## config.mk

```make
export PLATFORM = sky130hd
export DESIGN_NAME = uart_baud_gen_flat
export DESIGN_NICKNAME = d
export VERILOG_FILES = /design/src/rtl/uart_baud_gen_if.sv /design/src/rtl/uart_baud_gen.sv /design/src/flat_wrapper.sv
export SDC_FILE = /design/constraint.sdc
export NUM_CORES = 1
export LEC_CHECK = 0
export ABC_CLOCK_PERIOD_IN_PS = 3400
export CAP_MARGIN = 20
export CORE_UTILIZATION = 35
export CTS_BUF_LIST = sky130_fd_sc_hd__clkbuf_4 sky130_fd_sc_hd__clkbuf_8
export DETAILED_ROUTE_END_ITERATION = 8
export PLACE_DENSITY = 0.65
export REMOVE_ABC_BUFFERS = 1
export SKIP_CTS_REPAIR_TIMING = 1
export SLEW_MARGIN = 20
export SYNTH_ARGS = -nofsm -noshare
export SYNTH_HDL_FRONTEND = slang
export SYNTH_SLANG_ARGS = --single-unit
```

## constraint.sdc

```tcl
create_clock -name clk -period 3.4 [get_ports clk]
set_input_delay 0.34 -clock clk [delete_from_list [all_inputs] [get_ports clk]]
set_output_delay 0.34 -clock clk [all_outputs]
set_load 0.01 [all_outputs]
```

## src/rtl/uart_baud_gen_if.sv

```systemverilog
// uart_baud_gen_if
//   Bundles the divisor-programming and channel-control signals of the UART
//   baud-tick generator.
//   master : drives div_int/div_frac/div_load/rx_en/tx_en, observes the rest
//   slave  : the generator itself
//   Signals:
//     div_int     DIV_W   requested integer divisor (clk cycles per bit)
//     div_frac    FRAC_W  requested fractional divisor (1/2^FRAC_W steps)
//     div_load    1       one-cycle strobe capturing div_int/div_frac
//     rx_en       1       RX channel run, held for the whole frame
//     tx_en       1       TX channel run, held for the whole frame
//     rx_tick     1       one-cycle pulse at bit centre
//     tx_tick     1       one-cycle pulse at bit end
//     cfg_pending 1       a loaded divisor waits for both channels idle
//     div_active  DIV_W   integer divisor currently in use
interface uart_baud_gen_if #(
  parameter int DIV_W  = 16,
  parameter int FRAC_W = 4
) ();
  logic [DIV_W-1:0]  div_int;
  logic [FRAC_W-1:0] div_frac;
  logic              div_load;
  logic              rx_en;
  logic              tx_en;
  logic              rx_tick;
  logic              tx_tick;
  logic              cfg_pending;
  logic [DIV_W-1:0]  div_active;

  modport master (
    output div_int, div_frac, div_load, rx_en, tx_en,
    input  rx_tick, tx_tick, cfg_pending, div_active
  );

  modport slave (
    input  div_int, div_frac, div_load, rx_en, tx_en,
    output rx_tick, tx_tick, cfg_pending, div_active
  );
endinterface

```

## src/rtl/uart_baud_gen.sv

```systemverilog
// uart_baud_gen
//   UART baud-tick generator with independent RX and TX channels sharing one
//   runtime-programmable divisor (integer part plus FRAC_W-bit fraction).
//   The RX channel pulses at mid-bit, the TX channel at each bit boundary.
//   A divisor load is applied at once when both channels are idle, otherwise
//   it is held in a shadow register until they both are.
//   Ports:
//     clk    system clock
//     rst_n  asynchronous active-low reset
//     bus    uart_baud_gen_if.slave (divisor load, channel enables, ticks,
//            cfg_pending, div_active)

// One tick channel. Counts 0..P-1 while en is high; P = div, or div+1 when
// the fractional accumulator carried out on the previous wrap.
// MID=1 pulses when the count reaches div>>1 (bit centre), MID=0 on wrap.
module uart_baud_chan #(
  parameter int DIV_W  = 16,
  parameter int FRAC_W = 4,
  parameter bit MID    = 1'b0
) (
  input  logic              clk,
  input  logic              rst_n,
  input  logic              en,
  input  logic [DIV_W-1:0]  div,
  input  logic [FRAC_W-1:0] frac,
  output logic              tick
);
  logic [DIV_W-1:0]  cnt_p0;
  logic [FRAC_W-1:0] acc_p0;
  logic              ext_p0;
  logic              tick_p1;

  logic [DIV_W-1:0]  last_cnt;
  logic [FRAC_W:0]   acc_sum;
  logic              wrap;
  logic              hit;

  // div is never below 2, so div-1+ext cannot overflow DIV_W bits
  assign last_cnt = div - DIV_W'(1) + DIV_W'(ext_p0);
  assign acc_sum  = {1'b0, acc_p0} + {1'b0, frac};
  assign wrap     = (cnt_p0 == last_cnt);
  assign hit      = MID ? (cnt_p0 == (div >> 1)) : wrap;

  // ---- stage p0 -> p1: period counter, fraction accumulator, tick register
  always_ff @(posedge clk or negedge rst_n) begin
    if (!rst_n) begin
      cnt_p0  <= '0;
      acc_p0  <= '0;
      ext_p0  <= 1'b0;
      tick_p1 <= 1'b0;
    end else if (!en) begin
      cnt_p0  <= '0;
      acc_p0  <= '0;
      ext_p0  <= 1'b0;
      tick_p1 <= 1'b0;
    end else begin
      tick_p1 <= hit;
      if (wrap) begin
        cnt_p0 <= '0;
        acc_p0 <= acc_sum[FRAC_W-1:0];
        ext_p0 <= acc_sum[FRAC_W];
      end else begin
        cnt_p0 <= cnt_p0 + DIV_W'(1);
      end
    end
  end

  assign tick = tick_p1;
endmodule

module uart_baud_gen #(
  parameter int DIV_W        = 16,
  parameter int FRAC_W       = 4,
  parameter int DEFAULT_DIV  = 50,
  parameter int DEFAULT_FRAC = 0
) (
  input  logic               clk,
  input  logic               rst_n,
  uart_baud_gen_if.slave     bus
);
  logic [DIV_W-1:0]  div_active;
  logic [FRAC_W-1:0] frac_active;
  logic [DIV_W-1:0]  shadow_div;
  logic [FRAC_W-1:0] shadow_frac;
  logic              pending;
  logic              idle;

  // A divisor below 2 would leave no room for a mid-bit tick
  function automatic logic [DIV_W-1:0] clamp_div(input logic [DIV_W-1:0] d);
    clamp_div = (d < DIV_W'(2)) ? DIV_W'(2) : d;
  endfunction

  // Divisor may only change while neither channel is mid-frame
  assign idle = !bus.rx_en && !bus.tx_en;

  always_ff @(posedge clk or negedge rst_n) begin
    if (!rst_n) begin
      div_active  <= DIV_W'(DEFAULT_DIV);
      frac_active <= FRAC_W'(DEFAULT_FRAC);
      shadow_div  <= DIV_W'(DEFAULT_DIV);
      shadow_frac <= FRAC_W'(DEFAULT_FRAC);
      pending     <= 1'b0;
    end else if (bus.div_load) begin
      if (idle) begin
        div_active  <= clamp_div(bus.div_int);
        frac_active <= bus.div_frac;
        pending     <= 1'b0;
      end else begin
        // a later load simply overwrites an earlier one still waiting
        shadow_div  <= clamp_div(bus.div_int);
        shadow_frac <= bus.div_frac;
        pending     <= 1'b1;
      end
    end else if (pending && idle) begin
      div_active  <= shadow_div;
      frac_active <= shadow_frac;
      pending     <= 1'b0;
    end
  end

  uart_baud_chan #(.DIV_W(DIV_W), .FRAC_W(FRAC_W), .MID(1'b1)) u_rx (
    .clk   (clk),
    .rst_n (rst_n),
    .en    (bus.rx_en),
    .div   (div_active),
    .frac  (frac_active),
    .tick  (bus.rx_tick)
  );

  uart_baud_chan #(.DIV_W(DIV_W), .FRAC_W(FRAC_W), .MID(1'b0)) u_tx (
    .clk   (clk),
    .rst_n (rst_n),
    .en    (bus.tx_en),
    .div   (div_active),
    .frac  (frac_active),
    .tick  (bus.tx_tick)
  );

  assign bus.cfg_pending = pending;
  assign bus.div_active  = div_active;
endmodule

```

## src/flat_wrapper.sv

```systemverilog
// flat-port wrapper written by rule: the top's interface ports become plain ports
module uart_baud_gen_flat 
#(
  parameter int DIV_W        = 16,
  parameter int FRAC_W       = 4,
  parameter int DEFAULT_DIV  = 50,
  parameter int DEFAULT_FRAC = 0
)
  (clk, rst_n, bus_div_int, bus_div_frac, bus_div_load, bus_rx_en, bus_tx_en, bus_rx_tick, bus_tx_tick, bus_cfg_pending, bus_div_active);
  uart_baud_gen_if #(.DIV_W(DIV_W), .FRAC_W(FRAC_W)) bus_i ();
  input  logic clk;
  input  logic rst_n;
  input wire logic [$bits(bus_i.div_int)-1:0] bus_div_int;
  input wire logic [$bits(bus_i.div_frac)-1:0] bus_div_frac;
  input wire logic [$bits(bus_i.div_load)-1:0] bus_div_load;
  input wire logic [$bits(bus_i.rx_en)-1:0] bus_rx_en;
  input wire logic [$bits(bus_i.tx_en)-1:0] bus_tx_en;
  output wire logic [$bits(bus_i.rx_tick)-1:0] bus_rx_tick;
  output wire logic [$bits(bus_i.tx_tick)-1:0] bus_tx_tick;
  output wire logic [$bits(bus_i.cfg_pending)-1:0] bus_cfg_pending;
  output wire logic [$bits(bus_i.div_active)-1:0] bus_div_active;
  assign bus_i.div_int = bus_div_int;
  assign bus_i.div_frac = bus_div_frac;
  assign bus_i.div_load = bus_div_load;
  assign bus_i.rx_en = bus_rx_en;
  assign bus_i.tx_en = bus_tx_en;
  assign bus_rx_tick = bus_i.rx_tick;
  assign bus_tx_tick = bus_i.tx_tick;
  assign bus_cfg_pending = bus_i.cfg_pending;
  assign bus_div_active = bus_i.div_active;
  uart_baud_gen #(.DIV_W(DIV_W), .FRAC_W(FRAC_W), .DEFAULT_DIV(DEFAULT_DIV), .DEFAULT_FRAC(DEFAULT_FRAC)) u_core (.clk(clk), .rst_n(rst_n), .bus(bus_i));
endmodule
```

==> Word-level counts from Yosys, hierarchy flattened <==
Index checks and enable logic that the tools add are counted.
{ "classes": {"n_addsub": 7, "n_eq_ne": 6, "mux": 24, "bitwise_logic": 1, "reduce_logical": 7, "magnitude_cmp": 1} }
{ "op_table": {"columns": ["op", "count"], "rows": [
  ["$mux 16", 8],
  ["$add 16x1->16", 2],
  ["$add 16x1->16 const B", 2],
  ["$eq 16x16->1", 2],
  ["$mux 4", 7],
  ["$eq 16x15->1", 1],
  ["$lt 16x2->1 const B", 1],
  ["$sub 16x1->16 const B", 1],
  ["$add 4x4->5", 2],
  ["$mux 1", 9],
  ["$ne 2x1->1 const B", 3],
  ["$reduce_and 2->1", 2],
  ["$logic_and 1x1->1", 2],
  ["$logic_not 1->1", 2],
  ["$reduce_bool 2->1", 1],
  ["$not 1->1", 1]
]} }
{ "word_totals": {"output_inout_bits": 19, "in_bits": 25, "ff_bits": 85} }

==> Longest topological paths before layout <==
Gate-level depths: netlist of the first run.
{ "depth": {"depth_word": 5, "depth_mapped": 16, "ltp_nobuf": 13} }

==> Modules after synthesis <==
Synthesis of the first run repeated with hierarchy kept, for this count alone.
{ "unflattened": {"hier_cells": 553, "area_unflattened_um2": 5632.9} }
{ "by_module_without_submodules": {"columns": ["module", "cells_per_inst", "instances", "area_each_um2"], "rows": [
  ["uart_baud_gen", 147, 1, 1935.6],
  ["uart_baud_chan at u_core.u_rx", 216, 1, 1924.3],
  ["uart_baud_chan at u_core.u_tx", 190, 1, 1773.0]
]} }

==> Worst setup path after synthesis of the first run <==
OpenSTA, ideal clock, no wires.
{ "synth_path": {"path_kind": "reg-to-reg", "startpoint": "reg u_core.div_active[1] (netlist: u_core.bus.div_active[1])", "endpoint": "reg u_core.u_tx.cnt_p0[9]", "t_required_ns": 3.281, "n_path_buf": 4, "path_stages_with_launch": 16, "synth_period_minus_slack_ns": 3.741, "slack_ns": -0.341, "arrival_ns": 3.623, "setup_ns": 0.119, "path_cell_list": "dfstp_2 buf_2 inv_1 ha_1 clkbuf_1 xor2_1 nand3_1 o22a_1 or4_1 a2111oi_2 o2111ai_1 a2111oi_4 nand2b_1 buf_6 buf_8 nor2_1"} }
{ "synth_via": {"elab_chain_cells": 5} }
{ "synth_rtl": {"columns": ["element", "line", "rtl"], "rows": [
  ["from (decl)", "uart_baud_gen.sv:81", "logic [DIV_W-1:0] div_active;"],
  ["from (signal assigned)", "uart_baud_gen.sv:98", "div_active <= DIV_W'(DEFAULT_DIV);"],
  ["from (signal assigned)", "uart_baud_gen.sv:105", "div_active <= clamp_div(bus.div_int);"],
  ["from (signal assigned)", "uart_baud_gen.sv:115", "div_active <= shadow_div;"],
  ["$sub 16x1->16", "uart_baud_gen.sv:39", "assign last_cnt = div - DIV_W'(1) + DIV_W'(ext_p0);"],
  ["$add 16x1->16", "uart_baud_gen.sv:39", null],
  ["$eq 16x16->1", "uart_baud_gen.sv:41", "assign wrap = (cnt_p0 == last_cnt);"],
  ["$mux 16", "uart_baud_gen.sv:58", "if (wrap) begin"],
  ["$mux 16", "uart_baud_gen.sv:51", "end else if (!en) begin"],
  ["to (signal assigned)", "uart_baud_gen.sv:63", "cnt_p0 <= cnt_p0 + DIV_W'(1);"],
  ["to (decl)", "uart_baud_gen.sv:28", "logic [DIV_W-1:0] cnt_p0;"]
]} }
No other way between the ends.
A chain may end at the register's enable or synchronous reset.

==> Final worst setup path of the first run <==
{ "layout_path": {"startpoint": "reg u_core.div_active[1] (netlist: u_core.bus.div_active[1])", "endpoint": "reg u_core.u_tx.acc_p0[0]"} }
{ "layout_via": {"elab_chain_cells": 4} }
{ "layout_rtl": {"columns": ["element", "line", "rtl"], "rows": [
  ["$sub 16x1->16", "uart_baud_gen.sv:39", null],
  ["$add 16x1->16", "uart_baud_gen.sv:39", null],
  ["$eq 16x16->1", "uart_baud_gen.sv:41", null],
  ["$ne 2x1->1 (no source line)", null, null],
  ["to (signal assigned)", "uart_baud_gen.sv:60", "acc_p0 <= acc_sum[FRAC_W-1:0];"],
  ["to (decl)", "uart_baud_gen.sv:29", "logic [FRAC_W-1:0] acc_p0;"]
]} }
No other way between the ends.

==> results of run 1 <==
## state kept, by name, summed over array words and instances, names as in the netlist
name                    flops
u_core.shadow_div          16
u_core.u_rx.ext_p0          1
u_core.u_rx.acc_p0          4
u_core.u_tx.tick            1
u_core.bus.div_active      16
u_core.u_tx.ext_p0          1
u_core.u_rx.tick            1
u_core.u_tx.cnt_p0         16
u_core.bus.cfg_pending      1
u_core.frac_active          4
u_core.u_tx.acc_p0          4
u_core.shadow_frac          4
u_core.u_rx.cnt_p0         16
## critical path, stage by stage, from the launching register on
cell       delay [ps]
dfstp_2           540
inv_2              50
ha_4              180
buf_6             130
xor2_1            120
nand3_1           120
o22a_1            210
or4_4             560
a2111oi_4         330
o2111ai_2         200
a2111oi_4         400
buf_6             180
mux2i_1           190
nor2b_1            70
## cell type report
| type | instances | area [um^2] |
|---|---|---|
| Sequential cell | 85 | 2130 |
| Timing Repair Buffer | 101 | 903 |
| Multi-Input combinational cell | 474 | 3650 |
| Fill cell | 1625 | 9410 |
| Tap cell | 220 | 275 |
| Inverter | 8 | 30.0 |
| Clock buffer | 9 | 124 |
| Clock inverter | 7 | 58.8 |
## path summary, 6_finish.rpt
kind	depth (start not counted)	slack [ps]	end	start
max	13	7	u_core.u_tx.acc_p0[0]	u_core.bus.div_active[1]
min reg2reg	2	490	u_core.shadow_div[1]	u_core.shadow_div[1]
min	1	-10	u_core.u_tx.acc_p0[1]	rst_n
max in group asynchronous	1	2860	u_core.u_rx.cnt_p0[9]	rst_n
max reg2reg	13	7	u_core.u_tx.acc_p0[0]	u_core.bus.div_active[1]
min in group clk	2	490	u_core.shadow_div[1]	u_core.shadow_div[1]
## cells by family (layout without fill, tap and decap cells)
logic type,Yosys count,after routing
and+or+nand+nor,215,215
xor gates and xnor gates,107,107
AOI/OAI and AO/OA,90,90
DFF,85,85
buffers and inverters,49,125
muxes,45,45
adders and majority gates,17,17
## power by group
| part | total, mW | internal, mW | switching [mW] |
|---|---|---|---|
| Sequential | 1.21 | 1.10 | 0.109 |
| Clock | 0.681 | 0.274 | 0.407 |
| Combinational | 1.15 | 0.568 | 0.578 |
| Total | 3.04 | 1.94 | 1.09 |
## layout by cell type (no fill, tap or decap), drive strengths merged, types with 9 or more instances in the layout
cell type       n
a21oi          29
xor2           36
nand4           9
nand3          31
clkdlybuf4s50  42
ha             15
nand2          29
mux2i          27
mux2           18
nor2b          10
xnor2          60
nor2           69
o21ai          10
inv            10
nor3           16
clkbuf          9
and3            9
buf            59
xnor3           9
dfrtp          79
nor4            9
## routing by layer
metal | wire length (um) | up-vias | global-route usage
met1 | 6760 | 2337 | 0.231
met4 | 508 | 0 | 0.0875
met3 | 653 | 37 | 0.0292
li1 | - | 2283 | -
met2 | 7230 | 121 | 0.301
met5 | 0 | - | 0
## stage by stage
stage               utilization  std cells  hold WS (ps)  area (um^2)  TNS (ps)
floorplan                     -        567          44.4         5730    -10020
global placement          0.414        884           455         6870      -166
detailed placement        0.414        884           475         6870     -1290
CTS                       0.425        900           192         7050     -2550
global route              0.433        904          68.2         7180     -2210
finish                    0.433        904         -11.4         7180         0
==> results.md, run 1 <==
* Outcome: complete, but fails checks
* Failing checks: negative hold slack
* Min-delay worst type: input pin to asynchronous set/reset pin
* Synth Flop Type: dfrtp_1
* Final Critical Period at roughly 3400 ps
* Synth warn at 0
* Area share of the largest cell type after synthesis at 0.333
* CP Launch Type: flop
* CP Class: flop to flop
* Via count at 4778
* Worst slew margin at 0.478
* Worst VDD drop at 263 uV
* Drt initial violations at 330
* Die Y at 132 um
* Proportion of synthesized area in mux cells at 0.0797
* Distinct cells, synth at 66
* Initial core utilization at 0.358
* Dpl hpwl at 11600 um
* Critical Path End Type: flop
* RePlAce Congestion at 0.936
* Post-DRT Antenna Nets at 0
* # rows at 47
* Simple-Gate Fraction of Synth Area at 0.188
* Clk_skew at 10.2 ps
* Area growth syn-to-layout at 20.9%
* Final hold slack at -11.4 ps
* RSZ-0062 raised after global routing: yes
* Largest area contributor in the netlist: dfrtp_1
* Drt first pass iters at 5
* Max Cap Violations at 0
* Mapped Cells at 608
* Placeable core region at 0.0166 mm^2
* Mapped Area at 0.00594 mm^2
* Adder-cell share of the synthesized area at 0.0384
* Tot Pwr at 3.04 mW
* Die width at 132 um
* Arr. time, crit path at 3670 ps
* Die area at 0.0175 mm^2
* Num Clock Sinks at 85
* Final period utilization at 0.998
* Worst slack, placed at -126 ps
* Vias in the first global route at 4816
* Initial antenna violation count at 0
* FF+latch count, synth at 85
* Main combinational cell family by area after synthesis: simple AND/OR/NAND/NOR gates
* Syn avg cell area at 9.76 um^2
* Input/output buffers at 43
* Nets@finish at roughly 700
* Synth top cells by count: dfrtp_1 (79), nor2_1 (69), xnor2_1 (60)
* Req. time, crit path at 3680 ps
* Root Buffer Master: clkbuf_8
* Via density at 5.29
* First-pass GRT wire length at between 20000 and 25000 um
* Number of enable flip-flop cells after synthesis at 0
* Leak Pwr at roughly 3 nW
* Fmax at just under 300 MHz
* PD cells at 423 mW/mm^2
* H-Tree Depth at 3
* Clk Latency, worst-skew pair at 380 ps
* Top cells by area, synth: dfrtp_1 (33%), xnor2_1 (8.9%), xor2_1 (5.3%)
* Seq/Total Area, Yosys at 0.360
* Final setup margin at a little over 7 ps
* WL/cell at 16.8 um
* Compound-Gate Fraction of Synth Area at 0.110
* Post-synthesis xor/xnor area fraction at 0.184
* GRT Resource Usage Total at 0.182
* Hold Vio Cnt, Final at 9
* Final wirelength at 15200 um
* Worst-margin pin slew at 783 ps
* TritonCTS Buffers at 9
* Slew Viols, Final at 0
* Finish-stage setup viols at 0
* CTS max path bufs at 2
* Grt ovf at 0
* Clock-pin slew on the worst setup and hold paths at around 90 ps
* Share of cells above drive strength 1 at 0.187
* Largest net degree at the start of global routing at 86
* Synth async-reset ratio at 1.00
* Diode count at 0
* Count leader, synth: dfrtp_1
* Ports at between 40 and 50
* CTS tree: built
* Critical Path Fanout Max at 8
* DRC Markers at 0
No activity file was read; power rests on OpenSTA's default activity.
==> run 2: changes to the inputs <==
ABC_AREA = 1   (was default)
CORE_UTILIZATION = 40   (was 35)
PLACE_DENSITY = 0.71   (was 0.65)
==> run 2 against run 1 <==
Net effect:
- the flow now finishes without violations
- largest power group unchanged
- critical path type unchanged
- hold slack improved by 39 ps
- register-to-register slack better by 230 ps
- sequential share of layout area up 1.8 points
- total power up 1.1%
==> results.md, run 2 <==
* Outcome: finished clean
* RePlAce Congestion at 0.965
* Tot Pwr at 3.07 mW
* Root Buffer Master: clkbuf_8
* Worst-margin pin slew at 755 ps
* Die area at roughly 0.015 mm^2
* FF+latch count, synth at 85
* Share of cells above drive strength 1 at 0.120
* Hold Vio Cnt, Final at 0
* Largest net degree at the start of global routing at between 60 and 70
* TritonCTS Buffers at 9
* Clk_skew at 11.4 ps
* Initial core utilization at 0.418
* DRC Markers at 0
* TNS Setup at 0 ps
* Ports at 44
* Post-DP Area at 0.00655 mm^2
* Vias in the first global route at around 5300
* Distinct cells, synth at 40
* Worst R2R End: u_core.u_tx.ext_p0
* Clk Latency, worst-skew pair at between 300 and 400 ps
* GRT Resource Usage Total at 0.229
* Commonest non-fill, non-tap cell in the layout: nand2_1
* Most frequent cells in the layout: nand2_1 (216), inv_1 (90), nor2_1 (88)
* Req. time, crit path at around 3700 ps
* Max Cap Violations at 0
* Final period utilization at 0.931
* Mapped Cells at between 800 and 900
* Slew Viols, Final at 0
* # rows at 43
* PD cells at 454 mW/mm^2
* Worst VDD drop at 282 uV
* Finish-stage setup viols at 0
* Drt first pass iters at 5
* Drt initial violations at 335
* First-pass GRT wire length at 26500 um
* Number of enable flip-flop cells after synthesis at 0
* CTS max path bufs at 2
* Grt ovf at 0
* Dpl hpwl at 12300 um
* WL/cell at around 15 um
* Die Y at 123 um
* Synth warn at 0
* Final wirelength at 15800 um
* Largest area contributor in the netlist: dfrtp_1
* Synth async-reset ratio at 1.00
* Initial antenna violation count at 0
* CP Launch Type: flop
* Arr. time, crit path at about 3500 ps
* Synth Flop Type: dfrtp_1
* Post-DRT Antenna Nets at 0
* Synth top cells by count: nand2_1 (216), inv_1 (90), nor2_1 (89)
* H-Tree Depth at 3
* CTS tree: built
* Via density at between 5 and 6
* Diode count at 0
* Fmax at 316 MHz
* Top cells by area, synth: dfrtp_1 (34%), nand2_1 (14%), nand3_1 (6.6%)
* R2r startpoint: u_core.bus.div_active[1]
* CP Class: flop to flop
* Syn avg cell area at between 7 and 8 um^2
* Count leader, synth: nand2_1
* RSZ-0062 raised after global routing: no
* Critical Path End Type: flop
* Core Util, Final at 0.480
* Post-route cell area at 0.00677 mm^2
* Crit. Startpoint: u_core.bus.div_active[1]
* Area growth syn-to-layout at 14.9%
* Input/output buffers at 43
* Area share of the largest cell type after synthesis at 0.336
* Mapped Area at roughly 0.006 mm^2
* Leak Pwr at 3.10 nW
* Placeable core region at 0.0141 mm^2
* Die width at between 100 and 150 um
* Num Clock Sinks at 85
* Seq/Total Area, Yosys at 0.362
* Worst slew margin at 0.497
* Min-delay worst type: input pin to asynchronous set/reset pin
* Nets@finish at 902
* R2r setup slk at 240 ps
* Via count at 5514
* R2R cell count at 16
* Clock-pin slew on the worst setup and hold paths at around 90 ps
* Critical Path Fanout Max at 18
* Final Critical Period at 3160 ps
-- run 2: cell types whose count changed in the layout (fill, tap and decap cells not counted), sizes merged, moves of 28 or more --
cell	previous run	this run
nand2	29	234
inv	10	94
nor2	69	127
xnor2	60	10
nand3	31	80
buf	59	12
o21ai	10	38
-- run 2: final cells by class --
type	count	area (um^2)
clock buffers	10	138
fillers	1408	7330
repair buffers	54	510
inverters	92	345
clock inverters	6	68.8
flip-flops and latches	85	2130
well taps	180	225
multi-input cells	618	3350
-- run 2: critical path: stages, from the launching register on --
cell and delay (ps):
dfstp_2 590, inv_1 100, ha_1 300, inv_1 120, ha_1 260, nand3_1 180
nor2_1 180, nand3_1 120, nor2_2 190, nand4_1 150, nand3_1 110, nand2_1 50
nor2_1 190, nand3_4 210, nand2_8 210, nand2_1 80, nand2_1 60
-- run 2: cells by family after synthesis --
group / count (synthesis) / share of synthesized area
xor gates and xnor gates: 44 / 0.0678
and+or+nand+nor: 467 / 0.363
muxes: 8 / 0.0153
AOI/OAI and AO/OA: 82 / 0.0805
DFF: 85 / 0.362
adders and majority gates: 17 / 0.0387
buffers and inverters: 107 / 0.0724
-- run 2: through the flow --
| stage | std cells | worst slack (ps) | hold WS, ps |
|---|---|---|---|
| after floorplan | 795 | 641 | 44.4 |
| after global placement | 1029 | 196 | 453 |
| after detailed placement | 1029 | 134 | 466 |
| after CTS | 1045 | 68.0 | 44.7 |
| after global routing | 1045 | 21.9 | 95.0 |
| final | 1045 | 236 | 27.6 |
-- run 2: how the worst max path moves through the flow --
stage                          endpoint  slack (ps)  depth (start not counted)
6_report             u_core.u_tx.ext_p0         240                         16
5_1_grt           u_core.u_tx.acc_p0[3]          20                         18
4_1_cts              u_core.u_tx.ext_p0          70                         16
3_5_place_dp         u_core.u_tx.ext_p0         130                         16
3_3_place_gp     u_core.u_tx.cnt_p0[15]         200                         15
2_1_floorplan  u_core.bus.div_active[1]         640                          4
-- run 2: power by group --
| group | internal [mW] | switching (mW) |
|---|---|---|
| combinational | 0.415 | 0.644 |
| clock | 0.364 | 0.394 |
| sequential | 1.12 | 0.134 |
-- run 2: layer usage --
layer | GRT usage | vias up | share of wire
li1 | - | 2724 | -
met1 | 0.300 | 2553 | 0.45
met2 | 0.362 | 196 | 0.46
met3 | 0.0470 | 41 | 0.068
met4 | 0.103 | 0 | 0.029
met5 | 0 | - | 0
